## src/rtl/uart_tx_arbiter_if.sv

```systemverilog
// Handshake bundle between byte-stream requesters, the arbiter and the UART TX.
// The arbiter takes the slave view; the requester/serializer side takes master.
interface uart_tx_arbiter_if #(
  parameter int NUM_REQ = 4
);
  localparam int IW = $clog2(NUM_REQ);

  logic [NUM_REQ-1:0]   req_valid;
  logic [NUM_REQ*8-1:0] req_data;
  logic [NUM_REQ-1:0]   req_last;
  logic [NUM_REQ-1:0]   req_ready;
  logic                 tx_valid;
  logic [7:0]           tx_data;
  logic                 tx_ready;
  logic [IW-1:0]        grant_id;
  logic                 busy;

  modport master (
    output req_valid,
    output req_data,
    output req_last,
    output tx_ready,
    input  req_ready,
    input  tx_valid,
    input  tx_data,
    input  grant_id,
    input  busy
  );

  modport slave (
    input  req_valid,
    input  req_data,
    input  req_last,
    input  tx_ready,
    output req_ready,
    output tx_valid,
    output tx_data,
    output grant_id,
    output busy
  );
endinterface

```

## src/rtl/uart_tx_arbiter.sv

```systemverilog
// Round-robin arbiter sharing one UART TX between NUM_REQ byte streams.
// A grant stays locked for a whole message, a burst cap or a stall timeout.
module uart_tx_arbiter #(
  parameter int NUM_REQ       = 4,
  parameter int MAX_BURST     = 16,
  parameter int STALL_TIMEOUT = 1024
) (
  input logic clk,
  input logic rst,
  uart_tx_arbiter_if.slave bus
);
  localparam int IW = $clog2(NUM_REQ);
  localparam int SW = $clog2(STALL_TIMEOUT);

  typedef enum logic {
    IDLE,
    LOCK
  } state_t;

  state_t        state;
  state_t        state_n;
  logic [IW-1:0] gid;
  logic [IW-1:0] gid_n;
  logic [IW-1:0] rr_ptr;
  logic [IW-1:0] rr_ptr_n;
  logic [IW-1:0] pick;
  logic          found;
  logic [7:0]    burst_cnt;
  logic [7:0]    burst_n;
  logic [SW-1:0] stall_cnt;
  logic [SW-1:0] stall_n;
  logic          g_valid;
  logic          g_last;
  logic [7:0]    g_data;
  logic          xfer;
  logic          cap_hit;
  logic          stall_hit;

  // First valid requester after rr_ptr, wrapping around.
  always_comb begin
    pick  = rr_ptr;
    found = 1'b0;
    for (int i = 1; i <= NUM_REQ; i++) begin
      if (!found && bus.req_valid[(int'(rr_ptr) + i) % NUM_REQ]) begin
        found = 1'b1;
        pick  = IW'((int'(rr_ptr) + i) % NUM_REQ);
      end
    end
  end

  assign g_valid   = bus.req_valid[gid];
  assign g_last    = bus.req_last[gid];
  assign g_data    = bus.req_data[8*int'(gid) +: 8];
  assign xfer      = (state == LOCK) && g_valid && bus.tx_ready;
  assign cap_hit   = burst_cnt == 8'(MAX_BURST - 1);
  assign stall_hit = stall_cnt == SW'(STALL_TIMEOUT - 1);

  always_comb begin
    bus.tx_valid  = 1'b0;
    bus.tx_data   = 8'h00;
    bus.req_ready = '0;
    bus.busy      = (state == LOCK);
    bus.grant_id  = gid;
    if (state == LOCK) begin
      bus.tx_valid       = g_valid;
      bus.tx_data        = g_data;
      bus.req_ready[gid] = bus.tx_ready;
    end
  end

  always_comb begin
    state_n  = state;
    gid_n    = gid;
    rr_ptr_n = rr_ptr;
    burst_n  = burst_cnt;
    stall_n  = stall_cnt;
    unique case (state)
      IDLE: begin
        if (found) begin
          gid_n   = pick;
          burst_n = 8'd0;
          stall_n = '0;
          state_n = LOCK;
        end
      end
      LOCK: begin
        if (xfer) begin
          burst_n = burst_cnt + 8'd1;
          stall_n = '0;
          if (g_last || cap_hit) begin
            state_n  = IDLE;
            rr_ptr_n = gid;
          end
        end else if (!g_valid) begin
          // Held-valid under backpressure is not a stall.
          if (stall_hit) begin
            state_n  = IDLE;
            rr_ptr_n = gid;
          end else begin
            stall_n = stall_cnt + SW'(1);
          end
        end
      end
      default: state_n = IDLE;
    endcase
  end

  always_ff @(posedge clk) begin
    if (rst) begin
      state     <= IDLE;
      gid       <= '0;
      rr_ptr    <= IW'(NUM_REQ - 1);
      burst_cnt <= 8'd0;
      stall_cnt <= '0;
    end else begin
      state     <= state_n;
      gid       <= gid_n;
      rr_ptr    <= rr_ptr_n;
      burst_cnt <= burst_n;
      stall_cnt <= stall_n;
    end
  end
endmodule

```

## src/flat_wrapper.sv

```systemverilog
// flat-port wrapper written by rule: the top's interface ports become plain ports
module uart_tx_arbiter_flat 
#(
  parameter int NUM_REQ       = 4,
  parameter int MAX_BURST     = 16,
  parameter int STALL_TIMEOUT = 1024
)
  (clk, rst, bus_req_valid, bus_req_data, bus_req_last, bus_tx_ready, bus_req_ready, bus_tx_valid, bus_tx_data, bus_grant_id, bus_busy);
  uart_tx_arbiter_if #(.NUM_REQ(NUM_REQ)) bus_i ();
  input logic clk;
  input logic rst;
  input wire logic [$bits(bus_i.req_valid)-1:0] bus_req_valid;
  input wire logic [$bits(bus_i.req_data)-1:0] bus_req_data;
  input wire logic [$bits(bus_i.req_last)-1:0] bus_req_last;
  input wire logic [$bits(bus_i.tx_ready)-1:0] bus_tx_ready;
  output wire logic [$bits(bus_i.req_ready)-1:0] bus_req_ready;
  output wire logic [$bits(bus_i.tx_valid)-1:0] bus_tx_valid;
  output wire logic [$bits(bus_i.tx_data)-1:0] bus_tx_data;
  output wire logic [$bits(bus_i.grant_id)-1:0] bus_grant_id;
  output wire logic [$bits(bus_i.busy)-1:0] bus_busy;
  assign bus_i.req_valid = bus_req_valid;
  assign bus_i.req_data = bus_req_data;
  assign bus_i.req_last = bus_req_last;
  assign bus_i.tx_ready = bus_tx_ready;
  assign bus_req_ready = bus_i.req_ready;
  assign bus_tx_valid = bus_i.tx_valid;
  assign bus_tx_data = bus_i.tx_data;
  assign bus_grant_id = bus_i.grant_id;
  assign bus_busy = bus_i.busy;
  uart_tx_arbiter #(.NUM_REQ(NUM_REQ), .MAX_BURST(MAX_BURST), .STALL_TIMEOUT(STALL_TIMEOUT)) u_core (.clk(clk), .rst(rst), .bus(bus_i));
endmodule
```

## config.mk

```make
export PLATFORM = sky130hd
export DESIGN_NAME = uart_tx_arbiter_flat
export DESIGN_NICKNAME = d
export VERILOG_FILES = /design/src/rtl/uart_tx_arbiter_if.sv /design/src/rtl/uart_tx_arbiter.sv /design/src/flat_wrapper.sv
export SDC_FILE = /design/constraint.sdc
export NUM_CORES = 1
export LEC_CHECK = 0
export ABC_AREA = 0
export BUFFER_PORTS_ARGS = -buffer_cell sky130_fd_sc_hd__buf_4
export CAP_MARGIN = 10
export CORE_ASPECT_RATIO = 0.5
export CORE_MARGIN = 2
export CORE_UTILIZATION = 48
export CTS_BUF_LIST = sky130_fd_sc_hd__clkbuf_2
export CTS_CLUSTER_DIAMETER = 80
export DETAILED_ROUTE_END_ITERATION = 6
export GPL_TIMING_DRIVEN = 0
export PLACE_DENSITY_LB_ADDON = 0.3
export REMOVE_ABC_BUFFERS = 1
export SYNTH_ARGS = -nofsm -noshare
export SYNTH_HDL_FRONTEND = slang
export SYNTH_SLANG_ARGS = --single-unit
```

## constraint.sdc

```tcl
create_clock -name clk -period 3.05 [get_ports clk]
set_input_delay 0.4575 -clock clk [delete_from_list [all_inputs] [get_ports clk]]
set_output_delay 0.4575 -clock clk [all_outputs]
set_load 0.005 [all_outputs]
```

# --- After elaboration in Yosys (flattened, before gate mapping) ---
# Cells that the tools add are included.
op_classes:
  n_mux: 47
  n_addsub: 6
  n_lt_le_gt_ge: 6
  n_reduce_logical: 19
  shift: 1
  bitwise: 6
  n_eq_ne: 8
op_table:
  columns: ["cell", "n"]
  rows:
  - ["10-bit two-way mux", 4]
  - ["32-bit by 6-bit variable part select with 8-bit output", 1]
  - ["8-bit two-way mux", 3]
  - ["1-bit two-way mux", 21]
  - ["10-bit one-hot mux with 2 select lines", 1]
  - ["3-bit by 4-bit < comparator with 1-bit output, second input constant", 4]
  - ["2-bit two-way mux", 8]
  - ["8-bit one-hot mux with 2 select lines", 1]
  - ["1-bit binary-select mux with 2-bit select", 6]
  - ["10-bit by 1-bit adder with 10-bit output, second input constant", 1]
  - ["10-bit == test, second input constant", 1]
  - ["8-bit by 1-bit adder with 8-bit output, second input constant", 1]
  - ["8-bit by 4-bit == test with 1-bit output, second input constant", 1]
  - ["2-bit OR reduction", 4]
  - ["1-bit logical AND", 6]
  - ["2-bit != test, second input constant", 3]
  - ["3-bit != test, second input constant", 2]
  - ["2-bit by 1-bit adder with 2-bit output, second input constant", 2]
  - ["2-bit adder, second input constant", 2]
  - ["1-bit AND, first input constant", 4]
  - ["4-bit AND", 1]
  - ["4-bit two-way mux", 1]
  - ["2-bit AND reduction", 2]
  - ["4-bit AND reduction", 1]
  - ["other kinds (10)", 12]
totals:
  register_bits: 23
  output_inout_bits: 16
  elab_cells: 98
  in_bits: 43

# --- Longest topological paths before layout ---
logic_depth:
  word_depth: 18
  depth_mapped: 6
  ltp_nobuf: 6

# --- Worst setup path before layout ---
# No wires, ideal clock.
synth_path:
  path_type: "reg-to-reg"
  start: "register u_core.gid[0], in the netlist u_core.bus.grant_id[0]"
  end: "register u_core.stall_cnt[4]"
  setup_time_ps: 72
  t_required_ps: 2978
  setup_slack_ps: 813
  period_less_slack_ps: 2237
  path_stages_with_launch: 7
  t_arrival_ps: 2166
  cell_sequence: "dfxtp_1 buf_6 mux4_2 or4_4 a31o_4 nand4_1 mux2i_1"
synth_via:
  elab_chain_len: 6
synth_rtl:
  columns: ["item", "line", "rtl"]
  rows:
  - ["from (decl)", "uart_tx_arbiter.sv:22", "logic [IW-1:0] gid;"]
  - ["from (signal assigned)", "uart_tx_arbiter.sv:117", "gid <= gid_n;"]
  - ["1-bit binary-select mux with 2-bit select *", "uart_tx_arbiter.sv:51", "assign g_valid = bus.req_valid[gid];"]
  - ["1-bit two-way mux (implied by the code) *", "uart_tx_arbiter.sv:51", null]
  - ["1-bit logical AND (2 in series)", "uart_tx_arbiter.sv:54", "assign xfer = (state == LOCK) && g_valid && bus.tx_ready;"]
  - ["3-bit != test (no line) or 10-bit two-way mux (tied branches)", null, null]
  - ["3-bit AND reduction (no line) or 10-bit one-hot mux with 2 select lines (tied branches)", null, null]
  - ["to (signal assigned)", "uart_tx_arbiter.sv:120", "stall_cnt <= stall_n;"]
  - ["to (decl)", "uart_tx_arbiter.sv:30", "logic [SW-1:0] stall_cnt;"]
# Every way passes the cells marked *; elsewhere a longest branch is shown, timed or not. The select of a mux whose other input is x is not followed.
# A chain may end at the register's enable or synchronous reset.

# --- Worst setup path in the final report ---
# Ends and elaborated chain as after synthesis.

==> qor.yml <==
status: "complete, no violations"
first_iter_violations: 69
num_vias: 1522
syn_avg_cell_area_um2: 8.74
fillers: 256
ys_ff_latch: 23
drc_errors: 0
routed_wl_mm: 3.78
crit_arrival_ps: 2860
p_leak_nw: 0.822
ant_nets: 0
grt_first_pass_wirelength_mm: 6.18
numPortBuffers: 58
yosys_warnings: 0
path_clk_slew_ps: 220
fin_area_mm2: 0.00201
worstSetupStartpointType: "flop"
hold_viol: 0
tritoncts: "yes"
rr_endpoint: "u_core.stall_cnt[4]"
drtPass1Iterations: 4
maxClockFrequency_mhz: 389
htree_levels: 1
syn-cell-area_mm2: 0.00154
total_power_w: 0.000627
dp_hpwl_mm: 2.91
slew_headroom_pct: 41.9
wire_per_inst_um: 13.9
max-cap-violations: 0
rsz0062_at_grt: "no"
ir_worst_vdd_mv: 0.161
cpPeakStageDelay_ps: 700
synthCells: 176
fin_nets: 277
post_cts_resized: 0
async_reset_ff_share_pct: 0
fin_crit_sh_pct: 84.3
grt_usage_pct: 20.6
worstPathRequired_ps: 3340
grt_overflow_total: 0
path_cells: "mux4_2 > or4_4 > a31o_4 > nand4_1 > mux2i_1"
whs_ps: 315
clock_skew_ps: 7.10
worst_pin_slew_ps: 871
ios: 59
antenna_found_initial: 0
start_util_pct: 50.8
clockBufferDepth: 2
place_inst: 267
final.min_clock_period_ps: 2570
ys_seq_area_share_pct: 29.9
hold_class: "in -> reg"
fp.dieArea_mm2: 0.00370
core-area_mm2: 0.00303
cp_slowest_cell: "dfxtp_2"
grt_max_degree: 20
tns_ps: 0
endpoint_kind: "flop"
min_to: "u_core.bus.grant_id[0]"
layoutNonFillerInstCount: 271
avgViaCountPerCell: 5.62
criticalPathCategory: "reg -> reg"
synth_flop_cell: "dfxtp_1"
drive_gt1_share_pct: 34.2
ctsHoldBuffers: 0
synth_cell_types: 42
power_density_mw_per_mm2: 311
post_cts_buffers: 0
reg2reg_slack_ps: 480
insertion_delay_ps: 340
postPlaceCellArea_mm2: 0.00199
grt_pass1_vias: 1371
chipHeight_um: 44.0
holdPathStages: 2
place_congestion: 0.806
cts_buffers: 3
rows: 14
reg2reg_depth: 5
n_antenna_cell: 0
worstSetupStartpoint: "u_core.bus.grant_id[0]"
r2r-start: "u_core.bus.grant_id[0]"
synth_edf_count: 0
die_w_um: 84.1
finalSetupViolations: 0
synthToLayoutAreaGrowth_pct: 30.7
cp_max_fo: 19
cts_root_buf: "clkbuf_2"
min-delay-start: "rst"
drv_slew: 0
cts_sinks: 23
[layout make-up]
cell class              instances  area (µm²)  share of cell area, %
well taps                      40        50.0                   2.49
clock inverters                 1        5.00                  0.249
multi-input cells             143        1030                   51.4
flip-flops and latches         23         462                   22.9
clock buffers                   3        15.0                  0.746
inverters                       3        11.3                  0.560
repair buffers                 58         435                   21.6
[cell families after synthesis]
family,synth area share (%)
AND/OR/NAND/NOR,26.2
AO/OA/AOI/OAI,16.3
flip-flops,29.9
multiplexers,18.0
buffers and inverters,2.93
XOR/XNOR,5.12
adder cells (fa/ha/maj),1.63
[where the power goes]
part | switching [W] | leakage, nW | internal, W
Combinational | 0.0000642 | 0.619 | 0.000107
Sequential | 0.0000221 | 0.187 | 0.000309
Clock | 0.0000952 | 0.0164 | 0.0000297
[critical path: cells and delay by family, from the launching register on]
| family | cells | cell delay (ps) |
|---|---|---|
| flip-flops | 1 | 700 |
| AO/OA/AOI/OAI | 1 | 280 |
| AND/OR/NAND/NOR | 2 | 730 |
| multiplexers | 2 | 820 |
[synthesized netlist by cell type (all sizes together), types with 3 or more instances]
library cell	number	area (µm²)
a211oi	3	22.5
a21oi	11	55.1
and2	11	68.8
and3	4	25.0
clkbuf	5	18.8
dfxtp	23	460
inv	3	11.3
mux2i	4	40.0
mux4	10	225
nand2	20	75.1
nand3	7	35.0
nand4	4	25.0
nor2	22	82.6
nor3	3	15.0
o21ai	7	35.0
o22ai	3	25.0
xnor2	4	35.0
xor2	5	43.8
[how the worst max path moves through the flow]
| stage | endpoint | slack, ps | cells after the start |
|---|---|---|---|
| after floorplan | u_core.stall_cnt[4] | 400 | 5 |
| after global placement | u_core.stall_cnt[4] | 180 | 5 |
| after detailed placement | u_core.stall_cnt[4] | 170 | 5 |
| after CTS | u_core.stall_cnt[4] | 130 | 5 |
| after global routing | u_core.stall_cnt[6] | 290 | 5 |
| final | u_core.stall_cnt[4] | 480 | 5 |
[metal layers]
layer  up-vias  wire (µm)  GRT usage (%)
li1        754          -              -
met1       715       1650           26.7
met2        53       1790           35.9
met3         0        335           5.78
met4         0          0           3.55
met5         -          0              0
[through the flow]
step / setup slack, ps / utilization, %
floorplan: 402 / -
global placement: 184 / 65.7
detailed placement: 171 / 65.7
CTS: 126 / 66.4
global route: 287 / 66.4
finish: 478 / 66.4
[layout by cell type, fill, tap and decap left out, types with 2 or more instances in the layout]
master / instances
a211oi_1: 3
a21oi_1: 11
and2_1: 11
and3_1: 4
buf_4: 58
clkbuf_2: 3
dfxtp_1: 22
ha_1: 2
inv_1: 3
mux2i_1: 4
mux4_2: 10
nand2_1: 20
nand2b_1: 2
nand3_1: 7
nand4_1: 4
nor2_1: 22
nor3_1: 3
nor4_1: 2
o21ai_0: 7
o22ai_1: 2
or3_1: 2
xnor2_1: 4
xor2_1: 5
[sequential cells by signal, indices dropped and copies added, names as in the netlist]
signal and count:
u_core.stall_cnt 10, u_core.rr_ptr 2, u_core.bus.grant_id 2, u_core.bus.busy 1
u_core.burst_cnt 8
No activity file was read; power rests on OpenSTA's default activity.
